**src/rtl/pc_stage_pkg.sv**
```systemverilog
// Shared constants for the fetch-PC stage: reset vector, exception vector
// base, sequential step, and the redirect-source encoding used by pc_stage.
package pc_stage_pkg;

  localparam logic [31:0] RESET_PC_DEFAULT = 32'hBFC0_0000;
  localparam logic [31:0] EXC_VEC_BASE     = 32'hBFC0_0380;
  localparam logic [31:0] PC_STEP          = 32'd4;

  // Which rule picked the next PC this cycle, highest priority first.
  typedef enum logic [2:0] {
    SrcExc,
    SrcPend,
    SrcBrHold,
    SrcBr,
    SrcSeq,
    SrcHold
  } pc_src_e;

  // Sequential successor; wraps modulo 2^32 by construction.
  function automatic logic [31:0] seq_pc(input logic [31:0] pc);
    return pc + PC_STEP;
  endfunction

endpackage

```
**src/rtl/pc_stage.sv**
```systemverilog
// Fetch address generator. Holds the architectural fetch PC, steps it on
// each accepted request, and applies decode branch redirects (with MIPS
// delay-slot ordering) and writeback exception/ERET redirects.
module pc_stage
  import pc_stage_pkg::*;
#(
  parameter logic [31:0] RESET_PC = RESET_PC_DEFAULT
) (
  input  logic        clk,
  input  logic        resetn,
  input  logic        ready_i,
  output logic        valid_o,
  output logic [31:0] pc_o,
  input  logic        br_valid,
  input  logic [31:0] br_pc,
  input  logic [31:0] br_target,
  input  logic        exc_valid,
  input  logic [31:0] exc_target,
  output logic        cancel_o
);

  logic [31:0] pc_q, pc_d;
  logic        valid_q;
  logic        pend_q, pend_d;
  logic [31:0] pend_tgt_q, pend_tgt_d;
  logic        accept;
  logic [31:0] ds_pc;
  pc_src_e     src;

  // A request only counts as accepted while it is actually being presented.
  assign accept   = ready_i & valid_q;
  assign ds_pc    = br_pc + PC_STEP;
  assign pc_o     = pc_q;
  assign valid_o  = valid_q;
  assign cancel_o = exc_valid;

  // Pick the redirect source by priority.
  always_comb begin
    src = SrcHold;
    if (exc_valid) begin
      src = SrcExc;
    end else if (accept && pend_q) begin
      src = SrcPend;
    end else if (br_valid) begin
      // Delay slot still waiting to be accepted: park the target until it goes.
      src = ((pc_q == ds_pc) && !accept) ? SrcBrHold : SrcBr;
    end else if (accept) begin
      src = SrcSeq;
    end
  end

  // Next-state for the PC and the one-entry pending-redirect buffer.
  always_comb begin
    pc_d       = pc_q;
    pend_d     = pend_q;
    pend_tgt_d = pend_tgt_q;
    unique case (src)
      SrcExc: begin
        pc_d   = exc_target;
        pend_d = 1'b0;
      end
      SrcPend: begin
        pc_d   = pend_tgt_q;
        pend_d = 1'b0;
      end
      SrcBrHold: begin
        pend_d     = 1'b1;
        pend_tgt_d = br_target;
      end
      SrcBr:   pc_d = br_target;
      SrcSeq:  pc_d = seq_pc(pc_q);
      SrcHold: pc_d = pc_q;
      default: pc_d = pc_q;
    endcase
  end

  // State registers with synchronous active-low reset.
  always_ff @(posedge clk) begin
    if (!resetn) begin
      pc_q       <= RESET_PC;
      valid_q    <= 1'b0;
      pend_q     <= 1'b0;
      pend_tgt_q <= 32'h0;
    end else begin
      pc_q       <= pc_d;
      valid_q    <= 1'b1;
      pend_q     <= pend_d;
      pend_tgt_q <= pend_tgt_d;
    end
  end

endmodule
```
**config.mk**
```make
export PLATFORM = sky130hd
export DESIGN_NAME = pc_stage
export DESIGN_NICKNAME = d
export VERILOG_FILES = /design/src/rtl/pc_stage_pkg.sv /design/src/rtl/pc_stage.sv
export SDC_FILE = /design/constraint.sdc
export NUM_CORES = 1
export LEC_CHECK = 0
export CAP_MARGIN = 0
export CORE_MARGIN = 4
export CORE_UTILIZATION = 35
export DETAILED_ROUTE_END_ITERATION = 8
export GPL_TIMING_DRIVEN = 0
export SKIP_CTS_REPAIR_TIMING = 1
export SYNTH_ARGS = -nofsm -noshare
export SYNTH_HDL_FRONTEND = slang
export SYNTH_SLANG_ARGS = --single-unit
```
**constraint.sdc**
```tcl
create_clock -name clk -period 11.92 [get_ports clk]
set_input_delay 2.98 -clock clk [delete_from_list [all_inputs] [get_ports clk]]
set_output_delay 2.98 -clock clk [all_outputs]
set_load 0.03 [all_outputs]
```
Word level (Yosys, flattened, before mapping) --
Cells that the tools add are included. W data, S select, Z words.
Word-level totals: input port bits 101, output and inout bits 34, logic and storage cells 27, register bits after elaboration 66
Operators by class: multiplexer cells 8, equality and inequality tests 5, $add $sub $neg 2, reductions and logical operators 7, bitwise operators 1
Operator list (count):
- $pmux W32 S4 | 1
- $add A32 B3 Y32 const B | 2
- $eq A32 B32 Y1 | 1
- $mux W3 | 3
- $eq A3 B2 Y1 const B | 2
- $reduce_bool A4 Y1 | 1
- $eq A3 B1 Y1 const B | 1
- $eq A3 B3 Y1 const B | 1
- $logic_not A3 Y1 | 1
- $mux W1 | 3
- $logic_and A1 B1 Y1 | 2
- $pmux W1 S2 | 1
- $reduce_bool A2 Y1 | 1
- $reduce_or A2 Y1 | 1
- $and A1 B1 Y1 | 1
- $logic_not A1 Y1 | 1

Logic depth before layout (Yosys ltp) --
Gate-level depths: netlist of run 1.
word-level depth 10, mapped depth 15, gate-level depth less buffers 11

Worst setup path before layout of run 1 --
Ideal clock, no wire load.
path type input-to-output, start input port exc_valid, end output port cancel_o, required time 8.940 ns, path slack 5.815 ns, stages 1, data arrival time 3.125 ns, path through buf_4
RTL lines:
- start, declared | line pc_stage.sv:17 | input logic exc_valid,
- end, declared | line pc_stage.sv:19 | output logic cancel_o
No word-level cell between the ends.

Worst setup path in the final report of run 1 --
start input port exc_valid, end output port cancel_o
No word-level cell between the ends.

==> reports/metrics.cfg, run 1 <==
[clock_tree]
clk_latency_ns=0.34
cts_tree=built
cts_buffers=9
clock-sinks=66
cts_buffer_depth=2
root_buffer=clkbuf_16
clkTransAtPathRegs_ns=0.05
h-tree-depth=3

[detailed_routing]
via_per_inst=5.679
drtAntennaViolNets=0
drc=0
routed_wl_um=18200
drt_iter0_drc=422
dr.pass1.iters=5
vias=5372
wl_per_cell_um=19.24

[synth]
synth_edf_count=0
ys_ff_latch=66
netlist.area_leader.share_pct=27.92
synthCells=626
ys_warn_count=0
synth-seq-area-share_pct=27.92
synth.area.top_cells=dfxtp_1, nand2_1, xnor2_1, a21boi_0, o21ai_0
synthFlopType=dfxtp_1
async_flop_share_pct=0
ys_types=60
synth_top_cell_by_area=dfxtp_1
postSynthAreaPerCell_sq_um=7.559
netlist_area_sq_mm=0.004732
synth_nets=729

[power]
vdd_ir_drop_max_mv=0.06817
powerDensity_mw_per_mm2=108.4
p_leak_nw=2.215

[critical_path]
crit_required_ns=8.94
worstSetupPathType=input port to primary output
start_kind=input port
critPathArrivalTime_ns=4.45
setup.worst_path.end_class=primary output
worstPathMaxFanout=8

[place]
io_buffers=128
placed_area_sq_mm=0.006233
place_ws_ns=4.535
globalplace.congestion=0.8855
hpwl_um=14380

[timing]
skew_ns=0.005637
fin_crit_sh_pct=62.33
relSlewSlack_pct=40.94
setup_viol=0
fin_ws_ns=4.491
post-route-min-period_ns=7.429
final_hold_viol_count=0
fmax_mhz=134.6
rsz0062_at_grt=false
fin_setup_tns_ns=0
hold-worst-slack_ns=0.4571
maxSlewViolCount=0
tightest_slew_ns=0.8786

[layout]
fin_nets=868
fillCellCount=1324
antennaDiodeCount=0
final_area_sq_mm=0.006554
final_layout_size_suffix_gt1_share_pct=5.455
area_delta_synth_final_pct=38.50

[die]
initial_utilization_pct=35.73
pin_count=135
dieArea_sq_mm=0.01544
row_count=42
core-area_sq_mm=0.01324
die_h_um=124.3
die_w_um=124.3

[grt]
gr-usage-met1_pct=30.69
use_met3_pct=5.189
grt_start_max_net_pins=11
grt_antenna_before_repair=0
grt_pass1_wl_um=28120
track_usage_pct=22.60
grt_busiest_layer=met2
grt_util_met2_pct=36.10
grt_pass1_vias=5170
gr-total-overflow=0

[hold_path]
hp-class=flop to flop

[run_status]
outcome=completed

[run]
maxCapViolCount=0

-- sequential cells by signal, indices dropped and copies added, names as in the netlist --
signal / flops
pc_o: 32
valid_o: 1
pend_tgt_q: 32
pend_q: 1
-- kinds of logic after synthesis --
| family | after synthesis | share of synthesized area (%) |
|---|---|---|
| compound gates | 177 | 27.05 |
| xor+xnor | 57 | 10.55 |
| fa+ha+maj | 2 | 0.5287 |
| buf+inv | 53 | 5.314 |
| flops | 66 | 27.92 |
| mux | 2 | 0.4231 |
| simple gates | 269 | 28.21 |
-- layout by cell type (no fill, tap or decap), types with 20 or more instances in the layout --
cell type,instances
nand4_1,23
a21boi_0,33
nand2_1,124
clkdlybuf4s50_1,128
xnor2_1,37
nor2_1,20
nand3_1,26
xor2_1,20
dfxtp_1,66
o21ai_0,36
a31oi_1,27
clkbuf_1,32
-- per-layer routing --
metal  vias to the layer above  share of wire [%]
li1                       2615                  -
met1                      2501                 45
met2                       233                 46
met3                        23                7.2
met4                         0                1.6
met5                         -                  0
-- report_power, final --
| part | switching [mW] | total, mW | internal [mW] |
|---|---|---|---|
| Sequential | 0.0165 | 0.247 | 0.231 |
| Combinational | 0.0938 | 0.178 | 0.0842 |
| Clock | 0.0959 | 0.285 | 0.189 |
| Total | 0.206 | 0.710 | 0.504 |
-- path summary, 6_finish.rpt --
check            startpoint             end  slack, ns  cells past startpoint
max               exc_valid        cancel_o       4.49                      3
min          pend_tgt_q[23]  pend_tgt_q[23]       0.46                      2
max reg2reg         pc_o[5]        pc_o[22]       8.22                     11
min reg2reg  pend_tgt_q[23]  pend_tgt_q[23]       0.46                      2
-- per-stage QoR --
step | total power, mW | util [%] | instances
CTS | 0.7111 | 49.44 | 946
detailed placement | 0.4272 | 47.07 | 930
floorplan | 0.3409 | - | 626
global route | 0.7368 | 49.49 | 946
finish | 0.7101 | 49.49 | 946
global placement | 0.4258 | 47.07 | 930
-- area by class of cell --
class / instances / area [sq um] / share of cell area (%)
buffer: 49 / 236.5 / 3.608
sequential: 66 / 1321 / 20.16
timing repair buffer: 128 / 1281 / 19.55
tap: 176 / 220.2 / 3.360
clock buffer: 14 / 254.0 / 3.876
multi-input combinational: 507 / 3166 / 48.30
clock inverter: 2 / 60.06 / 0.9164
inverter: 4 / 15.01 / 0.2291
-- worst max-delay path, cell delays in order --
cell and delay, ns:
clkdlybuf4s50_1 0.65, buf_4 0.17, clkdlybuf4s50_1 0.66
-- synth_stat cells (8+ instances only) --
cell / instances
a21boi_0: 33
a21oi_1: 10
a222oi_1: 14
a31oi_1: 27
and3_1: 14
and4_1: 8
buf_2: 15
clkbuf_1: 28
dfxtp_1: 66
nand2_1: 124
nand3_1: 26
nand4_1: 23
nor2_1: 20
nor3_1: 16
o21ai_0: 36
xnor2_1: 37
xor2_1: 20
Note: power is estimated with default switching activity, not from simulation.
==> run 2, diff against run 1 <==
==> constraint.sdc (replaced) <==
create_clock -name clk -period 7.4 [get_ports clk]
set_input_delay 1.85 -clock clk [delete_from_list [all_inputs] [get_ports clk]]
set_output_delay 1.85 -clock clk [all_outputs]
set_load 0.03 [all_outputs]
==> results of run 2 <==
Same layout as run 1 (identical final DEF). Status: completed.
Among the figures that moved: setup slack after placement 4.535 ns -> 1.399 ns; setup slack after layout 4.491 ns -> 1.719 ns; start point of the critical path exc_valid -> br_pc[2]; end point of the critical path cancel_o -> pc_o[22]; register-to-register setup slack 8.22 ns -> 3.70 ns; total power 0.7101 mW -> 1.144 mW; worst IR drop on VDD 0.06817 mV -> 0.1098 mV
==> run 3, diff against run 2 <==
==> constraint.sdc (replaced) <==
create_clock -name clk -period 5.4 [get_ports clk]
set_input_delay 1.35 -clock clk [delete_from_list [all_inputs] [get_ports clk]]
set_output_delay 1.35 -clock clk [all_outputs]
set_load 0.03 [all_outputs]
==> run 3 against run 2 <==
Against the previous run:
- register-to-register slack got worse by 1.9 ns
- hold slack hardly changed
- power rose by 37%
- sequential share of layout area is 0.058 points lower
- clock power up 37%
- non-clock buffer count did not move
- via count up 0.91%
- clock skew fell by 0.0012 ns
==> reports/metrics.cfg, run 3 (same netlist as run 1, synthesis figures left out) <==
[die]
die_h_um=124.3  ; unchanged
row_count=42  ; unchanged
dieArea_sq_mm=0.01544  ; unchanged
core-area_sq_mm=0.01324  ; unchanged
initial_utilization_pct=35.73  ; unchanged
pin_count=135  ; unchanged
die_w_um=124.3  ; unchanged

[layout]
fillCellCount=1327  ; +0.23%
area_delta_synth_final_pct=38.89
utilization_pct=49.63  ; +0.14 points
layout_common_cells=clkdlybuf4s50_1, nand2_1, dfxtp_1
multi_input_area_sq_mm=0.003184  ; +0.59%
final_common_cell=clkdlybuf4s50_1
fin_nets=868  ; unchanged
seqCellArea_sq_mm=0.001321  ; unchanged
final_area_sq_mm=0.006573  ; +0.29%
antennaDiodeCount=0  ; unchanged
final_layout_size_suffix_gt1_share_pct=5.584  ; +0.13 points

[hold_path]
min_path_cells=2  ; unchanged
hold_path_end=pend_tgt_q[23]
hp-start=pend_tgt_q[23]
hp-class=flop to flop

[grt]
grt_pass1_wl_um=28120  ; unchanged
gr-total-overflow=0  ; unchanged
grt_antenna_before_repair=0  ; unchanged
grt_pass1_vias=5170  ; unchanged
grt_start_max_net_pins=11  ; unchanged
track_usage_pct=22.60  ; unchanged

[place]
placed_area_sq_mm=0.006233  ; unchanged
hpwl_um=14380  ; unchanged
io_buffers=128  ; unchanged
globalplace.congestion=0.8855  ; unchanged

[timing]
rsz0062_at_grt=false
tightest_slew_ns=0.9099  ; +0.03133 ns
fmax_mhz=197.5
setup_viol=0  ; unchanged
hold-worst-slack_ns=0.4571  ; +0.00006000 ns
final_hold_viol_count=0  ; unchanged
relSlewSlack_pct=38.83  ; -2.1 points
post-route-min-period_ns=5.062
skew_ns=0.004435  ; -0.001202 ns
fin_crit_sh_pct=93.74
maxSlewViolCount=0  ; unchanged

[critical_path]
crit_family=compound AO/OA/AOI/OAI gates
critPathArrivalTime_ns=5.29
crit_path_max_incr_delay_ns=0.56
timing.rr.end=pc_o[22]
path_buf_inv=3  ; unchanged
crit_required_ns=5.63
cp_cell_sequence=clkdlybuf4s50_1, ha_1, and4_1, buf_6, nand4_4, or4_1, a211o_1, a2111oi_4, o2111a_2, a21boi_2, buf_2, a222oi_1, o211ai_1, o21a_1
worstPathMaxFanout=10
setup.worst_path.end_class=flop
r2r_slack_ns=1.78
rr_worst_depth=11  ; unchanged
worstSetupPathType=input port to flop
start_kind=input port
r2r-start=pc_o[5]
crit_slowest_cell=or4_1

[clock_tree]
cts_buffer_depth=2  ; unchanged
clk_latency_ns=0.34  ; about the same
clkTransAtPathRegs_ns=0.05  ; about the same
cts_tree=built
cts_buffers=9  ; unchanged
h-tree-depth=3  ; unchanged
root_buffer=clkbuf_16
clock-sinks=66  ; unchanged

[detailed_routing]
dr.pass1.iters=6  ; +1
vias=5421  ; +0.91%
wl_per_cell_um=19.30  ; +0.32%
drt_iter0_drc=455  ; +7.8%
via_per_inst=5.730  ; +0.91%
routed_wl_um=18260  ; +0.32%
drtAntennaViolNets=0  ; unchanged
drc=0  ; unchanged

[power]
p_leak_nw=2.216  ; about the same
p_total_mw=1.568
powerDensity_mw_per_mm2=238.6
vdd_ir_drop_max_mv=0.1512

[run_status]
outcome=completed

[run]
maxCapViolCount=0  ; unchanged

-- run 3: cell counts in the layout (fill, tap and decap cells not counted) --
Identical to the previous run, type by type.
-- run 3: per-stage QoR --
stage | instances | setup TNS, ns | setup WS [ns]
final | 946 | 0 | 0.3378
after global routing | 946 | 0 | 0.07994
after CTS | 946 | 0 | 0.2488
after detailed placement | 930 | -0.1676 | -0.1010
after global placement | 930 | -0.06574 | -0.06574
after floorplan | 626 | 0 | 1.221
-- run 3: how the worst max path moves through the flow --
stage | start | slack [ns] | to | depth (start not counted)
floorplan | br_pc[2] | 1.22 | pc_o[31] | 15
global placement | br_pc[2] | -0.07 | pc_o[22] | 14
detailed placement | br_pc[2] | -0.10 | pc_o[22] | 14
CTS | br_pc[2] | 0.25 | pc_o[22] | 14
global route | br_pc[2] | 0.08 | pc_o[22] | 14
finish | br_pc[2] | 0.34 | pc_o[22] | 14
-- run 3: cell type report --
type / count / area share (%)
plain buffers: 49 / 3.598
clock buffers: 14 / 3.864
clock inverters: 2 / 0.9138
inverters: 4 / 0.2284
multi-input cells: 507 / 48.45
flip-flops and latches: 66 / 20.10
well taps: 176 / 3.350
repair buffers: 128 / 19.49
-- run 3: report_power, final --
group / switching (mW) / internal, mW / leakage, nW
logic: 0.209 / 0.186 / 1.52
clock network: 0.210 / 0.417 / 0.151
registers: 0.0363 / 0.509 / 0.541
-- run 3: worst min-delay path, delay by kind of cell, from the launching register on --
family	cells	cell delay [ns]
AO/OA/AOI/OAI	1	0.06
flip-flops	1	0.30
AND/OR/NAND/NOR	1	0.05
-- run 3: layer usage --
layer	routed length, um	track usage [%]	vias up
met3	1292	5.189	20
met1	8217	30.69	2548
li1	-	-	2613
met2	8466	36.10	240
met5	0	0	-
met4	284	6.125	0
